[src/rtl/tt_cpu_pkg.sv]
// Shared definitions for the 6-bit TinyTapeout accumulator CPU and its
// memory-side responder: bus widths, the unprogrammed store word, the
// instruction encodings, and the responder's operating state.
package tt_cpu_pkg;

    localparam int ADDR_W = 6;
    localparam int DATA_W = 6;

    // Contents of every store entry after reset or when not yet programmed.
    localparam logic [DATA_W-1:0] FILL_WORD = 6'h3C;

    // Instruction word encodings, so programs can be assembled symbolically.
    localparam logic [DATA_W-1:0] OP_ADD  = 6'h01;
    localparam logic [DATA_W-1:0] OP_SUB  = 6'h02;
    localparam logic [DATA_W-1:0] OP_SWAP = 6'h03;
    localparam logic [DATA_W-1:0] OP_OUT  = 6'h04;
    localparam logic [DATA_W-1:0] OP_JZ   = 6'h05;
    localparam logic [DATA_W-1:0] OP_JMP  = 6'h06;
    localparam logic [DATA_W-1:0] OP_IMM  = 6'h07;
    localparam logic [DATA_W-1:0] OP_HALT = 6'h3F;

    // RUN serves the CPU; LOAD streams a new program in while the CPU is held in reset.
    typedef enum logic {
        ST_RUN  = 1'b0,
        ST_LOAD = 1'b1
    } resp_state_e;

endpackage

[src/rtl/tt_sync_fifo.sv]
// Small synchronous FIFO holding values the CPU emits on its output strobe.
// Pointers carry one extra wrap bit so full and empty are distinguishable
// without a separate occupancy counter.
module tt_sync_fifo #(
    parameter int DATA_W = 6,
    parameter int DEPTH  = 8
) (
    input  logic              clk,
    input  logic              reset,
    input  logic              push,
    input  logic [DATA_W-1:0] push_data,
    input  logic              pop,
    output logic [DATA_W-1:0] head,
    output logic              full,
    output logic              empty
);

    localparam int PTR_W = $clog2(DEPTH);

    logic [PTR_W:0]      wr_ptr;
    logic [PTR_W:0]      rd_ptr;
    logic [DATA_W-1:0]   store [DEPTH];
    logic                do_pop;
    logic                do_push;

    assign empty = (wr_ptr == rd_ptr);
    assign full  = (wr_ptr[PTR_W] != rd_ptr[PTR_W]) &&
                   (wr_ptr[PTR_W-1:0] == rd_ptr[PTR_W-1:0]);
    assign head  = store[rd_ptr[PTR_W-1:0]];

    // A pop on empty is ignored; a push on full only lands if a pop frees a slot.
    assign do_pop  = pop & ~empty;
    assign do_push = push & (~full | do_pop);

    // Pointer update; reset empties the FIFO.
    always_ff @(posedge clk) begin
        if (reset) begin
            wr_ptr <= '0;
            rd_ptr <= '0;
        end else begin
            if (do_push) wr_ptr <= wr_ptr + (PTR_W+1)'(1);
            if (do_pop)  rd_ptr <= rd_ptr + (PTR_W+1)'(1);
        end
    end

    // Data slots carry no reset; validity is tracked by the pointers.
    always_ff @(posedge clk) begin
        if (do_push) store[wr_ptr[PTR_W-1:0]] <= push_data;
    end

endmodule

[src/rtl/tt_prog_mem_responder.sv]
// Memory-side responder for the 6-bit accumulator CPU. Serves instruction and
// operand reads from a 64-entry program store, captures strobed output values
// into a FIFO, and streams new programs into the store while holding the CPU
// in reset.
module tt_prog_mem_responder #(
    parameter int                         ADDR_W    = tt_cpu_pkg::ADDR_W,
    parameter int                         DATA_W    = tt_cpu_pkg::DATA_W,
    parameter int                         OUT_DEPTH = 8,
    parameter logic [tt_cpu_pkg::DATA_W-1:0] FILL_WORD = tt_cpu_pkg::FILL_WORD
) (
    input  logic              clk,
    input  logic              reset,
    input  logic [ADDR_W-1:0] cpu_addr,
    input  logic              cpu_strobe,
    output logic [DATA_W-1:0] cpu_data,
    output logic              cpu_reset,
    input  logic              prog_start,
    input  logic              prog_valid,
    input  logic [DATA_W-1:0] prog_data,
    output logic              prog_ready,
    input  logic              prog_done,
    output logic              out_valid,
    output logic [DATA_W-1:0] out_data,
    input  logic              out_ready,
    output logic              overflow
);

    import tt_cpu_pkg::*;

    localparam int                MEM_DEPTH = 1 << ADDR_W;
    localparam logic [ADDR_W-1:0] LAST_ADDR = '1;

    resp_state_e         state;
    logic [ADDR_W-1:0]   wr_ptr;
    logic [DATA_W-1:0]   mem [MEM_DEPTH];
    logic                load_wr;
    logic                strobe_q;
    logic                cap_push;
    logic                fifo_full;
    logic                fifo_empty;
    logic                fifo_pop;

    assign prog_ready = (state == ST_LOAD);
    assign load_wr    = prog_valid & prog_ready;
    assign cpu_reset  = reset | (state == ST_LOAD);

    // The CPU is in reset during LOAD, so it sees the fill word rather than a half-written program.
    assign cpu_data = (state == ST_LOAD) ? DATA_W'(FILL_WORD) : mem[cpu_addr];

    assign cap_push  = cpu_strobe & ~strobe_q;
    assign fifo_pop  = out_ready & ~fifo_empty;
    assign out_valid = ~fifo_empty;

    // Load FSM: enter on prog_start, leave on prog_done or after writing the last address.
    always_ff @(posedge clk) begin
        if (reset) begin
            state  <= ST_RUN;
            wr_ptr <= '0;
        end else begin
            case (state)
                ST_RUN: begin
                    if (prog_start) begin
                        state  <= ST_LOAD;
                        wr_ptr <= '0;
                    end
                end
                ST_LOAD: begin
                    if (load_wr) wr_ptr <= wr_ptr + ADDR_W'(1);
                    if (prog_start) wr_ptr <= '0;
                    if (prog_done || (load_wr && (wr_ptr == LAST_ADDR))) state <= ST_RUN;
                end
                default: state <= ST_RUN;
            endcase
        end
    end

    // Program store: reset restores the fill word everywhere, loads write one word per cycle.
    always_ff @(posedge clk) begin
        if (reset) begin
            for (int i = 0; i < MEM_DEPTH; i++) mem[i] <= DATA_W'(FILL_WORD);
        end else if (load_wr) begin
            mem[wr_ptr] <= prog_data;
        end
    end

    // Strobe edge history and sticky overflow on a capture dropped by a full FIFO.
    always_ff @(posedge clk) begin
        if (reset) begin
            strobe_q <= 1'b0;
            overflow <= 1'b0;
        end else begin
            strobe_q <= cpu_strobe;
            if (cap_push & fifo_full & ~fifo_pop) overflow <= 1'b1;
        end
    end

    tt_sync_fifo #(
        .DATA_W (DATA_W),
        .DEPTH  (OUT_DEPTH)
    ) u_out_fifo (
        .clk       (clk),
        .reset     (reset),
        .push      (cap_push),
        .push_data (DATA_W'(cpu_addr)),
        .pop       (out_ready),
        .head      (out_data),
        .full      (fifo_full),
        .empty     (fifo_empty)
    );

endmodule

[config.mk]
export PLATFORM = sky130hd
export DESIGN_NAME = tt_prog_mem_responder
export DESIGN_NICKNAME = d
export VERILOG_FILES = /design/src/rtl/tt_cpu_pkg.sv /design/src/rtl/tt_sync_fifo.sv /design/src/rtl/tt_prog_mem_responder.sv
export SDC_FILE = /design/constraint.sdc
export NUM_CORES = 1
export LEC_CHECK = 0
export CORE_AREA = 2 2 171 190
export CTS_BUF_LIST = sky130_fd_sc_hd__clkbuf_2 sky130_fd_sc_hd__clkbuf_4 sky130_fd_sc_hd__clkbuf_8
export CTS_CLUSTER_DIAMETER = 50
export DETAILED_ROUTE_END_ITERATION = 7
export DIE_AREA = 0 0 173 192
export HOLD_SLACK_MARGIN = 0.03
export PLACE_DENSITY_LB_ADDON = 0.25
export SKIP_LAST_GASP = 1
export SLEW_MARGIN = 0
export SYNTH_ARGS = -nofsm -noshare
export SYNTH_HDL_FRONTEND = slang
export SYNTH_SLANG_ARGS = --single-unit
[constraint.sdc]
create_clock -name clk -period 6.8 [get_ports clk]
set_clock_uncertainty 0.15 [all_clocks]
set_input_delay 1.36 -clock clk [delete_from_list [all_inputs] [get_ports clk]]
set_output_delay 1.36 -clock clk [all_outputs]
set_load 0.01 [all_outputs]
==> impl_results.md, run 1 <==
* Status: completed
* Cell Pwr Density at 258 nW/µm²
* Global-route wire length before repair at 71.6 mm
* Clk Latency, worst-skew pair at 0.60 ns
* Fin nets at 1446
* Syn Nets at 1449
* Maximum vdd drop at 0.144 mV
* I/O pin count at 35
* CTS max path bufs at 3
* Tot GR Track Use at 0.288
* Setup Buffers After CTS at 0
* Fraction of the cycle the final worst path needs at 0.853
* CTS Buf Count at approximately 70
* Post-Syn Area at 20700 µm²
* Initial antenna violation count at 2
* Die Wd at 173 µm
* DRT iter0 DRCs at 1512
* Worst setup path class: in -> out
* Drt first pass iters at 8
* Initial core utilization at 0.666
* Final hold violations at 0
* Die height at 192 µm
* Top Family by Delay on Critical Path: buffers and inverters
* GP Congestion at ~0.86
* Worst EP arrival at 4.29 ns
* Routed length on met3 at 4.58 mm
* Final WL at 46.4 mm
* CTS clk-pin slew, worst paths at 0.06 ns
* Slowest CP cell: buf_4
* Full die area at 33200 µm²
* Post-synth EDFFs at roughly 430
* Core Rows at slightly below 70
* Slew HR at 0.278
* Setup TNS at 0 ns
* DR vias/cell at 6.53
* Average footprint of a synthesized cell at 14.5 µm²
* Max layer used: met5
* Final Critical Period at 5.80 ns
* CP Cell Sequence: buf_4 > buf_12 > mux4_2 > mux4_2 > o21ai_1 > a41oi_1 > clkdlybuf4s50_1
* Crit path max fanout at 58
* Slew Viols, Final at 0
* Fraction of registers with async set/reset at 0
* Root buf cell: clkbuf_8
* Leakage at 7.05 nW
* Wirelength per Cell at 24.5 µm
* Hold-fix buffer count after cts at 0
* Worst Path Required at between 5 and 6 ns
* Yosys reg bits at 452
* CTS tree: done
* Kind of end point of the critical path: output pin
* DRC violations left at 0
* Port Buf Inserts at 34
* Total Power at ~5.8 mW
* Dpl hpwl at 28.6 mm
* Synth Flop Type: edfxtp_1
* Yosys cell types at 56
* Place WS at slightly above 1 ns
* Cell mode on critical path: mux4_2
* Layout cell share with drive strength beyond 1 at 0.259
* Yosys warnings at 0
* Core ar. at approximately 31000 µm²
* Post-layout util at 0.723
* CP peak stage delay at 0.60 ns
* Post-synthesis sequential area ratio at 0.645
* Max-cap violations at 0
* Max frequency at 172 MHz
* RSZ-0062 raised after global routing: no
* Least-Margin Pin Slew at around 1.1 ns
* GRT overflow at 0
* Number of diodes at 0
* CTS H-tree depth at 3
* Area Growth Syn to Fin at 8.59%
* Final setup violating endpoints at 0
* Wire length on met1 at 17.1 mm
* Buf+Inv Stages, Crit Path at 3
* Post-synthesis cell count at 1427
* Hold WC Path Type: reg -> reg
* Metal2 WL at 22.9 mm
* Vias in the first global route at 12.5k
* Largest net degree at the start of global routing at 65
* Post-cts resize count at 0
* # clock sinks at roughly 450
* Final worst slack at 1.00 ns
* Vias at 12.4k
* ANT nets after route at 0
* CP Launch Type: primary input
logic make-up (layout without fill, tap and decap cells):
family,after synthesis,count (layout),share of synthesized area
xor gates and xnor gates,12,12,0.00507
AOI/OAI and AO/OA,96,96,0.0349
DFF,452,452,0.645
buffers and inverters,143,193,0.0304
and+or+nand+nor,570,570,0.150
muxes,151,151,0.132
adders and majority gates,3,3,0.00181
metrics by stage:
stage               hold WS [ns]  instance area (µm²)  instances
finish                     0.334                22500       1897
detailed placement         0.328                21200       1771
global route               0.365                22500       1897
floorplan                  0.341                20700       1427
CTS                        0.342                22500       1897
global placement           0.311                21200       1771
path summary, 6_finish.rpt:
kind	start	to	slack [ns]	cells after the start
setup / recovery	cpu_addr[1]	cpu_data[4]	1.00	7
hold / removal	overflow$_SDFFE_PP0P_	overflow$_SDFFE_PP0P_	0.33	2
hold reg to reg	overflow$_SDFFE_PP0P_	overflow$_SDFFE_PP0P_	0.33	2
setup reg to reg	prog_ready$_SDFF_PP0_	mem[3][2]$_SDFFCE_PN1P_	3.63	5
layout by cell type (no fill, tap or decap), types with 4 or more instances in the layout:
master / synthesis / final
nand3_1: 10 / 8
buf_4: 9 / 26
nor2b_1: 7 / 7
and2_1: 7 / 7
buf_2: 11 / 7
clkinv_1: 0 / 27
nand2b_1: 38 / 38
o21ai_0: 8 / 8
edfxtp_1: 432 / 432
clkbuf_4: 0 / 15
xnor2_1: 4 / 4
a221oi_1: 12 / 12
o21ai_1: 5 / 5
mux4_2: 98 / 98
dfxtp_1: 20 / 20
inv_1: 5 / 5
or2_2: 131 / 131
nor3_1: 68 / 68
clkinv_2: 0 / 4
a22oi_1: 5 / 5
xor2_1: 8 / 8
a21oi_1: 11 / 11
mux2_2: 6 / 6
or3_1: 133 / 133
mux2i_1: 46 / 46
nand3b_1: 4 / 4
nor2_1: 93 / 93
clkdlybuf4s50_1: 0 / 25
clkbuf_8: 0 / 75
nand2_1: 63 / 62
o2111ai_1: 5 / 5
o21bai_1: 32 / 32
clkinvlp_4: 0 / 4
worst register-to-register path, cell delays in order (launching register included):
cell and delay (ns):
dfxtp_1 0.67, nand2_1 0.21, nor3b_2 0.35, nand2_2 0.34, buf_4 0.38, o21bai_1 0.69
sequential cells by signal (all words and copies together), names as in the netlist, named ones only:
register,flops
prog_ready,1
u_out_fifo.store,48
strobe_q,1
wr_ptr,6
u_out_fifo.rd_ptr,4
mem,384
overflow,1
u_out_fifo.wr_ptr,4
cell type report:
type	instances	area (µm²)
inverters	7	26.3
repair buffers	60	520
clock buffers	90	1140
flip-flops and latches	452	13400
multi-input cells	832	6740
fillers	2001	8630
clock inverters	36	181
well taps	420	526
power breakdown:
group | internal (mW) | switching (mW)
clock network | 1.14 | 1.04
logic | 0.188 | 0.251
registers | 3.15 | 0.0530
total | 4.48 | 1.34
layer usage:
layer / vias up / global-route usage
met5: - / 0
li1: 5415 / -
met2: 677 / 0.481
met1: 6163 / 0.370
met3: 128 / 0.0592
met4: 2 / 0.133
synthesized netlist by cell type, types with 9 or more instances:
master    instances  area [µm²]
nand2b_1         38         238
a221oi_1         12         105
nand3_1          10        50.1
o21bai_1         32         240
mux2i_1          46         460
nand2_1          63         236
mux4_2           98        2210
a21oi_1          11        55.1
dfxtp_1          20         400
edfxtp_1        432       13000
buf_2            11        55.1
clkbuf_1        103         387
buf_4             9        67.6
nor2_1           93         349
nor3_1           68         340
or2_2           131         820
or3_1           133         832
Power figures use the tool's default switching activity.
==> run 2: changes to the inputs <==
--- a/config.mk
+++ b/config.mk
@@ -10,6 +10,7 @@
 export CTS_CLUSTER_DIAMETER = 50
 export DETAILED_ROUTE_END_ITERATION = 7
 export DIE_AREA = 0 0 173 192
+export GPL_ROUTABILITY_DRIVEN = 0
 export HOLD_SLACK_MARGIN = 0.03
 export PLACE_DENSITY_LB_ADDON = 0.25
 export SKIP_LAST_GASP = 1
==> results of run 2 <==
Same layout as run 1: the final DEF is identical, and so are final timing and power.
